$ cat src/rtl/srrc_matched_rx.sv
`default_nettype none
//------------------------------------------------------------------------------
// Module   : srrc_matched_rx
// Purpose  : Receive-side 21-tap square-root-raised-cosine matched filter,
//            symbol-rate decimator and Gray-coded 4-ASK slicer.
//            Pipeline: accept/shift (E) -> MAC into acc (E+1) -> decimate,
//            scale, slice and strobe (E+2).
// Ports    : clk        - system clock, rising edge
//            reset      - synchronous active-high reset
//            samp_in    - signed 8-bit oversampled channel sample
//            samp_valid - samp_in accepted when high
//            phase_sel  - decimation phase 0..SPS-1 (>= SPS treated as 0)
//            symb_out   - signed 8-bit filtered symbol-rate sample
//            bits_out   - Gray-coded 2-bit decision for symb_out
//            symb_valid - one-cycle strobe for new symb_out/bits_out
//            locked     - high once the delay line has filled
// Config   : SRRC_RX_SAT_EN - when defined, symb_out saturates to
//            [-128,127]; otherwise acc[23:16] is taken with wrap.
// Revision : 1.0 - initial release
//------------------------------------------------------------------------------
module srrc_matched_rx #(
  parameter int SPS = 4
) (
  input  logic              clk,
  input  logic              reset,
  input  logic signed [7:0] samp_in,
  input  logic              samp_valid,
  input  logic [2:0]        phase_sel,
  output logic signed [7:0] symb_out,
  output logic [1:0]        bits_out,
  output logic              symb_valid,
  output logic              locked
);

  // Signed 1.14 taps c[0..10]; c[k] = c[20-k], so only half is stored.
  localparam logic signed [15:0] c_coef [0:10] = '{
    -16'sd171,  16'sd265,   16'sd453,   -16'sd85,    -16'sd1145, -16'sd1604,
    -16'sd2,    16'sd4318,  16'sd10364, 16'sd15720,  16'sd17862
  };
  localparam logic [4:0] c_last_fill = 5'd20;

  typedef enum logic [0:0] {
    ST_FILL = 1'b0,
    ST_RUN  = 1'b1
  } state_t;

  state_t                r_state, w_state_nxt;
  logic [4:0]            r_fill_cnt, w_fill_cnt_nxt;
  logic                  w_eligible;
  logic signed [7:0]     r_dly [0:20];
  logic signed [8:0]     w_pre [0:10];
  logic signed [25:0]    w_prod [0:10];
  logic signed [25:0]    w_acc;
  logic signed [25:0]    r_acc;
  logic                  r_v1, r_v2;
  logic [2:0]            r_ph;
  logic [2:0]            w_phase_eff;
  logic                  w_ph_wrap;
  logic signed [7:0]     w_symb;
  logic [1:0]            w_bits;

  // ---------------------------------------------------------------- FSM
  always_ff @(posedge clk) begin
    if (reset) begin
      r_state    <= ST_FILL;
      r_fill_cnt <= '0;
    end else begin
      r_state    <= w_state_nxt;
      r_fill_cnt <= w_fill_cnt_nxt;
    end
  end

  // w_eligible marks an accepted sample whose MAC result may be emitted;
  // the 21st sample during FILL is the first such sample.
  always_comb begin
    w_state_nxt    = r_state;
    w_fill_cnt_nxt = r_fill_cnt;
    w_eligible     = 1'b0;
    case (r_state)
      ST_FILL: begin
        if (samp_valid) begin
          if (r_fill_cnt == c_last_fill) begin
            w_state_nxt = ST_RUN;
            w_eligible  = 1'b1;
          end else begin
            w_fill_cnt_nxt = r_fill_cnt + 5'd1;
          end
        end
      end
      ST_RUN:  w_eligible = samp_valid;
      default: w_state_nxt = ST_FILL;
    endcase
  end

  assign locked = (r_state == ST_RUN);

  // ---------------------------------------------------------- delay line
  always_ff @(posedge clk) begin
    if (reset) begin
      for (int k = 0; k < 21; k++) r_dly[k] <= '0;
    end else if (samp_valid) begin
      r_dly[0] <= samp_in;
      for (int k = 1; k < 21; k++) r_dly[k] <= r_dly[k-1];
    end
  end

  // ------------------------------------------------- folded symmetric MAC
  // Pre-add of mirrored taps fits in 9 bits; each product and the running
  // sum are kept at full 26-bit precision.
  always_comb begin
    for (int k = 0; k < 10; k++)
      w_pre[k] = 9'(r_dly[k]) + 9'(r_dly[20-k]);
    w_pre[10] = 9'(r_dly[10]);
    w_acc = '0;
    for (int k = 0; k < 11; k++) begin
      w_prod[k] = w_pre[k] * c_coef[k];
      w_acc     = w_acc + w_prod[k];
    end
  end

  always_ff @(posedge clk) begin
    if (reset) begin
      r_v1  <= 1'b0;
      r_v2  <= 1'b0;
      r_acc <= '0;
    end else begin
      r_v1 <= w_eligible;
      r_v2 <= r_v1;
      if (r_v1) r_acc <= w_acc;
    end
  end

  // ------------------------------------------------ scale, slice, decimate
`ifdef SRRC_RX_SAT_EN
  logic signed [9:0] w_y;
  assign w_y = r_acc[25:16];  // acc >>> 16
  always_comb begin
    if (w_y > 10'sd127)       w_symb = 8'sd127;
    else if (w_y < -10'sd128) w_symb = -8'sd128;
    else                      w_symb = w_y[7:0];
  end
`else
  assign w_symb = r_acc[23:16];
`endif

  always_comb begin
    if (w_symb < -8'sd64)     w_bits = 2'b00;
    else if (w_symb < 8'sd0)  w_bits = 2'b01;
    else if (w_symb < 8'sd64) w_bits = 2'b11;
    else                      w_bits = 2'b10;
  end

  assign w_phase_eff = (int'(phase_sel) >= SPS) ? 3'd0 : phase_sel;
  assign w_ph_wrap   = (r_ph == 3'(SPS - 1));

  always_ff @(posedge clk) begin
    if (reset) begin
      r_ph       <= '0;
      symb_out   <= '0;
      bits_out   <= '0;
      symb_valid <= 1'b0;
    end else begin
      symb_valid <= 1'b0;
      if (r_v2) begin
        r_ph <= w_ph_wrap ? 3'd0 : r_ph + 3'd1;
        if (r_ph == w_phase_eff) begin
          symb_out   <= w_symb;
          bits_out   <= w_bits;
          symb_valid <= 1'b1;
        end
      end
    end
  end

endmodule
`default_nettype wire

$ cat config.mk
export PLATFORM = sky130hd
export DESIGN_NAME = srrc_matched_rx
export DESIGN_NICKNAME = d
export VERILOG_FILES = /design/src/rtl/srrc_matched_rx.sv
export SDC_FILE = /design/constraint.sdc
export NUM_CORES = 2
export LEC_CHECK = 0
export BUFFER_PORTS_ARGS = -buffer_cell sky130_fd_sc_hd__buf_4
export CORE_UTILIZATION = 50
export CTS_CLUSTER_SIZE = 8
export DETAILED_ROUTE_END_ITERATION = 10
export PLACE_DENSITY = 0.69
export SYNTH_ARGS = -nofsm -noshare
export SYNTH_HDL_FRONTEND = slang
export SYNTH_SLANG_ARGS = --single-unit
$ cat constraint.sdc
create_clock -name clk -period 11.5 [get_ports clk]
set_input_delay 0.575 -clock clk [delete_from_list [all_inputs] [get_ports clk]]
set_output_delay 0.575 -clock clk [all_outputs]
set_load 0.005 [all_outputs]
### After elaboration in Yosys (flattened, before gate mapping)

Memory sizes are Yosys's and may differ from the RTL's.
Cells that the tools add are included.

* input port bits: 14
* word-level logic and storage cells: 113
* bits in registers: 46
* RAM bits: 168
* memories kept: 1
* output and inout bits: 12

* $lt $le $gt $ge: 4
* reductions and logical operators: 3
* bitwise gates (word level): 24
* eq/ne operators: 3
* $add $sub $neg: 23
* multipliers: 10
* muxes and demuxes: 36

Memory list
* r_dly: words 21, bits a word 8, read ports 21, clocked after memory_dff 0, wr ports 21, RTL line 50 `logic signed [7:0] r_dly [0:20];`

Operators with widths (number)
* 8-bit 2-to-1 mux: 21
* 24-bit adder: 4
* 8-bit by 8-bit adder with 9-bit output: 10
* 9-bit by 10-bit multiplier with 19-bit output, second input constant: 3
* 9-bit by 13-bit multiplier with 22-bit output, second input constant: 2
* 9-bit by 12-bit multiplier with 21-bit output, second input constant: 2
* 23-bit by 21-bit adder with 24-bit output: 1
* 24-bit by 23-bit adder with 24-bit output: 1
* 22-bit by 21-bit adder with 23-bit output: 1
* 8-bit by 15-bit multiplier with 23-bit output, second input constant: 1
* 9-bit negator with 23-bit output: 1
* 21-bit by 17-bit adder with 22-bit output: 1
* 20-bit by 19-bit adder with 21-bit output: 1
* 1-bit OR: 21
* 18-bit by 19-bit adder with 20-bit output: 1
* 9-bit by 9-bit multiplier with 18-bit output, second input constant: 1
* 9-bit by 8-bit multiplier with 17-bit output, second input constant: 1
* 1-bit 2-to-1 mux: 10
* 8-bit by 1-bit less-than comparator with 1-bit output, second input constant: 1
* 8-bit by 7-bit less-than comparator with 1-bit output, second input constant: 1
* 8-bit less-than comparator, second input constant: 1
* 3-bit 2-to-1 mux: 2
* 5-bit by 1-bit adder with 5-bit output, second input constant: 1
* 5-bit equality test, second input constant: 1
* 10 further kinds: 13

### Depth between registers and ports, before layout

An unclocked memory read counts as a cell.

* depth in word-level cells: 13
* depth in mapped cells: 56
* gate-level depth less buffers: 56

### Worst setup path after synthesis

No wires, ideal clock.

* kind: register to register
* start: memory r_dly[12][1] (netlist: r_dly[3][1])
* end: register r_acc[23]
* period minus slack after synthesis: 12.705 ns
* setup slack: -1.205 ns
* cell stages (with the launch flop): 50
* arrival time: 12.638 ns
* setup time: 0.067 ns
* buffers on the path: 0
* required time: 11.433 ns
* cell sequence: edfxtp_1 -> ha_1 -> a21o_1 -> a21oi_1 -> o21bai_1 -> a21oi_1 -> xnor2_1 -> xor2_1 -> ha_1 -> or2_2 -> fa_1 -> ha_1 -> fa_1 -> ha_1 -> ha_1 -> a21o_1 -> a21oi_1 -> o21bai_1 -> [14 not listed] -> fa_1 -> fa_1 -> inv_1 -> fa_1 -> inv_1 -> fa_1 -> fa_1 -> xnor2_1 -> xnor2_1 -> xnor2_2 -> xnor2_1 -> xnor2_1 -> xnor2_1 -> xor3_1 -> xnor2_1 -> xnor3_1 -> nand2b_4 -> a21oi_2

RTL lines
* start: declaration: RTL line 50
* end signal: assignment: RTL line 129 `if (r_v1) r_acc <= w_acc;`
* end: declaration: RTL line 54 `logic signed [25:0] r_acc;`

==> metrics.txt <==
setup violators final=8; initial drt markers=1,030; GR Util All Layers=around 24%; Die ar.=between 0.06 and 0.07 mm^2; first-pass GRT wire length=between 100,000 and 150,000 um; Main synth FF type=edfxtp_1; worst-skew pair later-pin latency=about 520 ps; number of max-cap violations=0; post-synthesis mux area share=less than 1%; routability cong.=slightly above 0.9; die height=roughly 260 um; slowest CP cell=fa_1; Tcrit/Tclk final=108%; CTS tree=done; Worst Setup Path Type=flip-flop to flip-flop; grt total ovfl=0; Num CTS Buffers=17; Crit. End Element=flip-flop; antenna-violating nets left=0; CTS Sinks=198; syn nets=4,454; Yosys reg bits=roughly 200; worst reg-to-reg setup slack=-960 ps; Post-Synth Simple-Gate Area=about 6.5%; Worst R2R End=r_acc[23]; Layout Utilization=around three fifths; worst r2r path cells=52; hold path endpoint=r_dly[0][4]; Worst Hold Class=input port to flip-flop; Final Hold Vio Count=0; status=finished with violations; reg2reg start=r_dly[3][8]; Synth Warn #=0; Mean Syn Cell Area=10.5 um^2; CTS hold repair buffers=0; chip width=between 200 and 300 um; number of flops mapped to enable cells by yosys=approximately 170; initial core utilization=about half; Buf/Inv on CP=15; HP Start=samp_in[4]; layout cell share with drive strength beyond 1=roughly 17%; skew final=about 24 ps; Rel. slew slack=between 20% and 30%; commonest non-fill, non-tap cell in the layout=inv_1; IO Count=26; Post-Layout Cell Count=4,521; initial antenna violation count=5; routed len/inst=~18 um; clock root buffer=clkbuf_16; Port Buf Inserts=25; vias=~23,000; xor/xnor share of the synthesized area=roughly 5.0%; maximum clock path buffer count=2; placed insts=4,450; CP Max Fanout=3; vias in the first global route=around 24,000; Fmax=around 80 MHz; Syn Inst Count=3,248; P&R area growth vs syn=16.0%; CP most frequent cell=fa_1; DP Worst Slack=-1130 ps; largest net degree at the start of global routing=about 150; drt drc=0; Async SR Flop Fraction=0%; Vias/cell=between 4 and 5; minimum clock period=12,460 ps; most frequent cells in the layout=879 x inv_1, 645 x ha_1, 501 x fa_1, 391 x buf_4, 168 x edfxtp_1; htree depth=4; core area=slightly below 0.07 mm^2; Worst Hold Path Cells=2; Pins Over Slew Limit=0; Fillers=~5,600; largest family of logic cells by synthesized area=adder cells; Detailed Place HPWL=69,400 um; Std-Cell Rows=between 90 and 100; RSZ-0062 raised after global routing=yes; adder-cell share of the synthesized area=between 50 and 60%; violated checks=negative setup slack; synthesized cell area=between 0.03 and 0.04 mm^2; Layout Nets=around 4,800; CP Data Required Time=~12,000 ps; Seq/Total Area, Yosys=between 15 and 20%; Synth Area in Compound Gates=5.65%; final hold slack=around 340 ps; crit path DAT=roughly 13,000 ps; Final Worst Setup Slack=-957 ps; Reg clk slew, reported paths=100 ps; Tightest Pin Transition=between 1000 and 1500 ps; final WL=~80,000 um; cell family with most CP delay=adder cells; Distinct cells, synth=67; DRT Pass-1 Iters=5; Startpoint Class=flip-flop; Crit path largest cell delay=between 500 and 600 ps
==> sequential cells by signal, summed over array words and instances (netlist names) <==
name / count
locked: 1
bits_out: 2
r_ph: 3
r_dly: 168
r_acc: 8
r_v2: 1
r_fill_cnt: 5
r_v1: 1
symb_out: 8
symb_valid: 1
==> worst register-to-register path: cells and delay by family (launching register included) <==
| kind | cells | cell delay, ps |
|---|---|---|
| xor gates and xnor gates | 5 | 1120 |
| AOI/OAI and AO/OA | 11 | 1740 |
| and+or+nand+nor | 3 | 530 |
| DFF | 1 | 430 |
| adders and majority gates | 18 | 7160 |
| buffers and inverters | 15 | 1410 |
==> per-layer routing <==
layer | part of all wire (%) | GRT usage [%] | up-vias | wire length (um)
li1 | - | - | 11000 | -
met1 | 45 | 32.7 | 11200 | 36200
met2 | 48 | 40.7 | 303 | 38100
met3 | 2.8 | 2.80 | 119 | 2250
met4 | 4.0 | 9.44 | 0 | 3200
met5 | 0 | 0 | - | 0
==> cells by family after synthesis <==
family | count (synthesis)
adder cells (fa/ha/maj) | 1192
buffers and inverters | 932
AND/OR/NAND/NOR | 411
AO/OA/AOI/OAI | 295
flip-flops | 198
XOR/XNOR | 190
multiplexers | 30
==> area by class of cell <==
cell class                      count  area (um^2)  share of cell area [%]
Multi-Input combinational cell   2118        25800                    65.2
Tap cell                          873         1090                    2.76
Antenna cell                        2         5.00                  0.0127
Clock inverter                     15          200                   0.506
Sequential cell                   198         5650                    14.3
Clock buffer                       17          425                    1.08
Inverter                          903         3400                    8.59
Timing Repair Buffer              395         2990                    7.56
==> worst max-delay path by stage <==
stage,from,endpoint,cells past startpoint,slack [ps]
2_1_floorplan,r_dly[2][1],r_acc[23],49,-410
3_3_place_gp,r_dly[2][8],r_acc[23],51,-1040
3_5_place_dp,r_dly[2][24],r_acc[23],49,-1130
4_1_cts,r_dly[3][1],r_acc[23],49,-1020
5_1_grt,r_dly[2][1],r_acc[23],53,-1470
6_report,r_dly[3][8],r_acc[23],52,-960
==> synthesized netlist by cell type, drive strengths merged, types with 3 or more instances <==
cell type | instances | area [um^2]
a21o | 34 | 255
dfxtp | 30 | 601
nand2b | 15 | 101
or3 | 7 | 43.8
and2 | 132 | 826
nor2b | 42 | 263
mux2 | 12 | 135
o22ai | 3 | 18.8
and3 | 4 | 25.0
o41ai | 8 | 96.4
nand3 | 17 | 85.1
o21bai | 41 | 308
xnor2 | 130 | 1150
nand4 | 8 | 50.1
a21oi | 109 | 553
xor2 | 57 | 499
o31a | 4 | 43.8
or2 | 9 | 56.3
nor4 | 3 | 18.8
o21ai | 36 | 180
nand2 | 39 | 146
o31ai | 6 | 50.1
a211o | 3 | 26.3
inv | 903 | 3390
edfxtp | 168 | 5040
buf | 4 | 15.0
mux2i | 18 | 180
nor2 | 101 | 382
ha | 678 | 8480
nor3 | 23 | 115
o211ai | 3 | 22.5
fa | 514 | 10300
a211oi | 10 | 75.1
o21a | 13 | 97.6
a31oi | 9 | 56.3
clkbuf | 25 | 93.8
==> repair_timing <==
action                                  CTS  global route
endpoints found under the setup margin    8             8
pin swaps                                88            75
resized for setup                        58            49
buffers inserted                         27            11
==> through the flow <==
stage,TNS [ps],cell area (um^2)
6_report,-3440,39500
4_1_cts,-2720,39200
5_1_grt,-7530,39500
3_5_place_dp,-4260,38100
2_1_floorplan,-412,34400
3_3_place_gp,-3650,38100
Power is left out: the tool's default activity adds up to more than one toggle a clock period on the data nets, which glitch-free logic cannot reach.
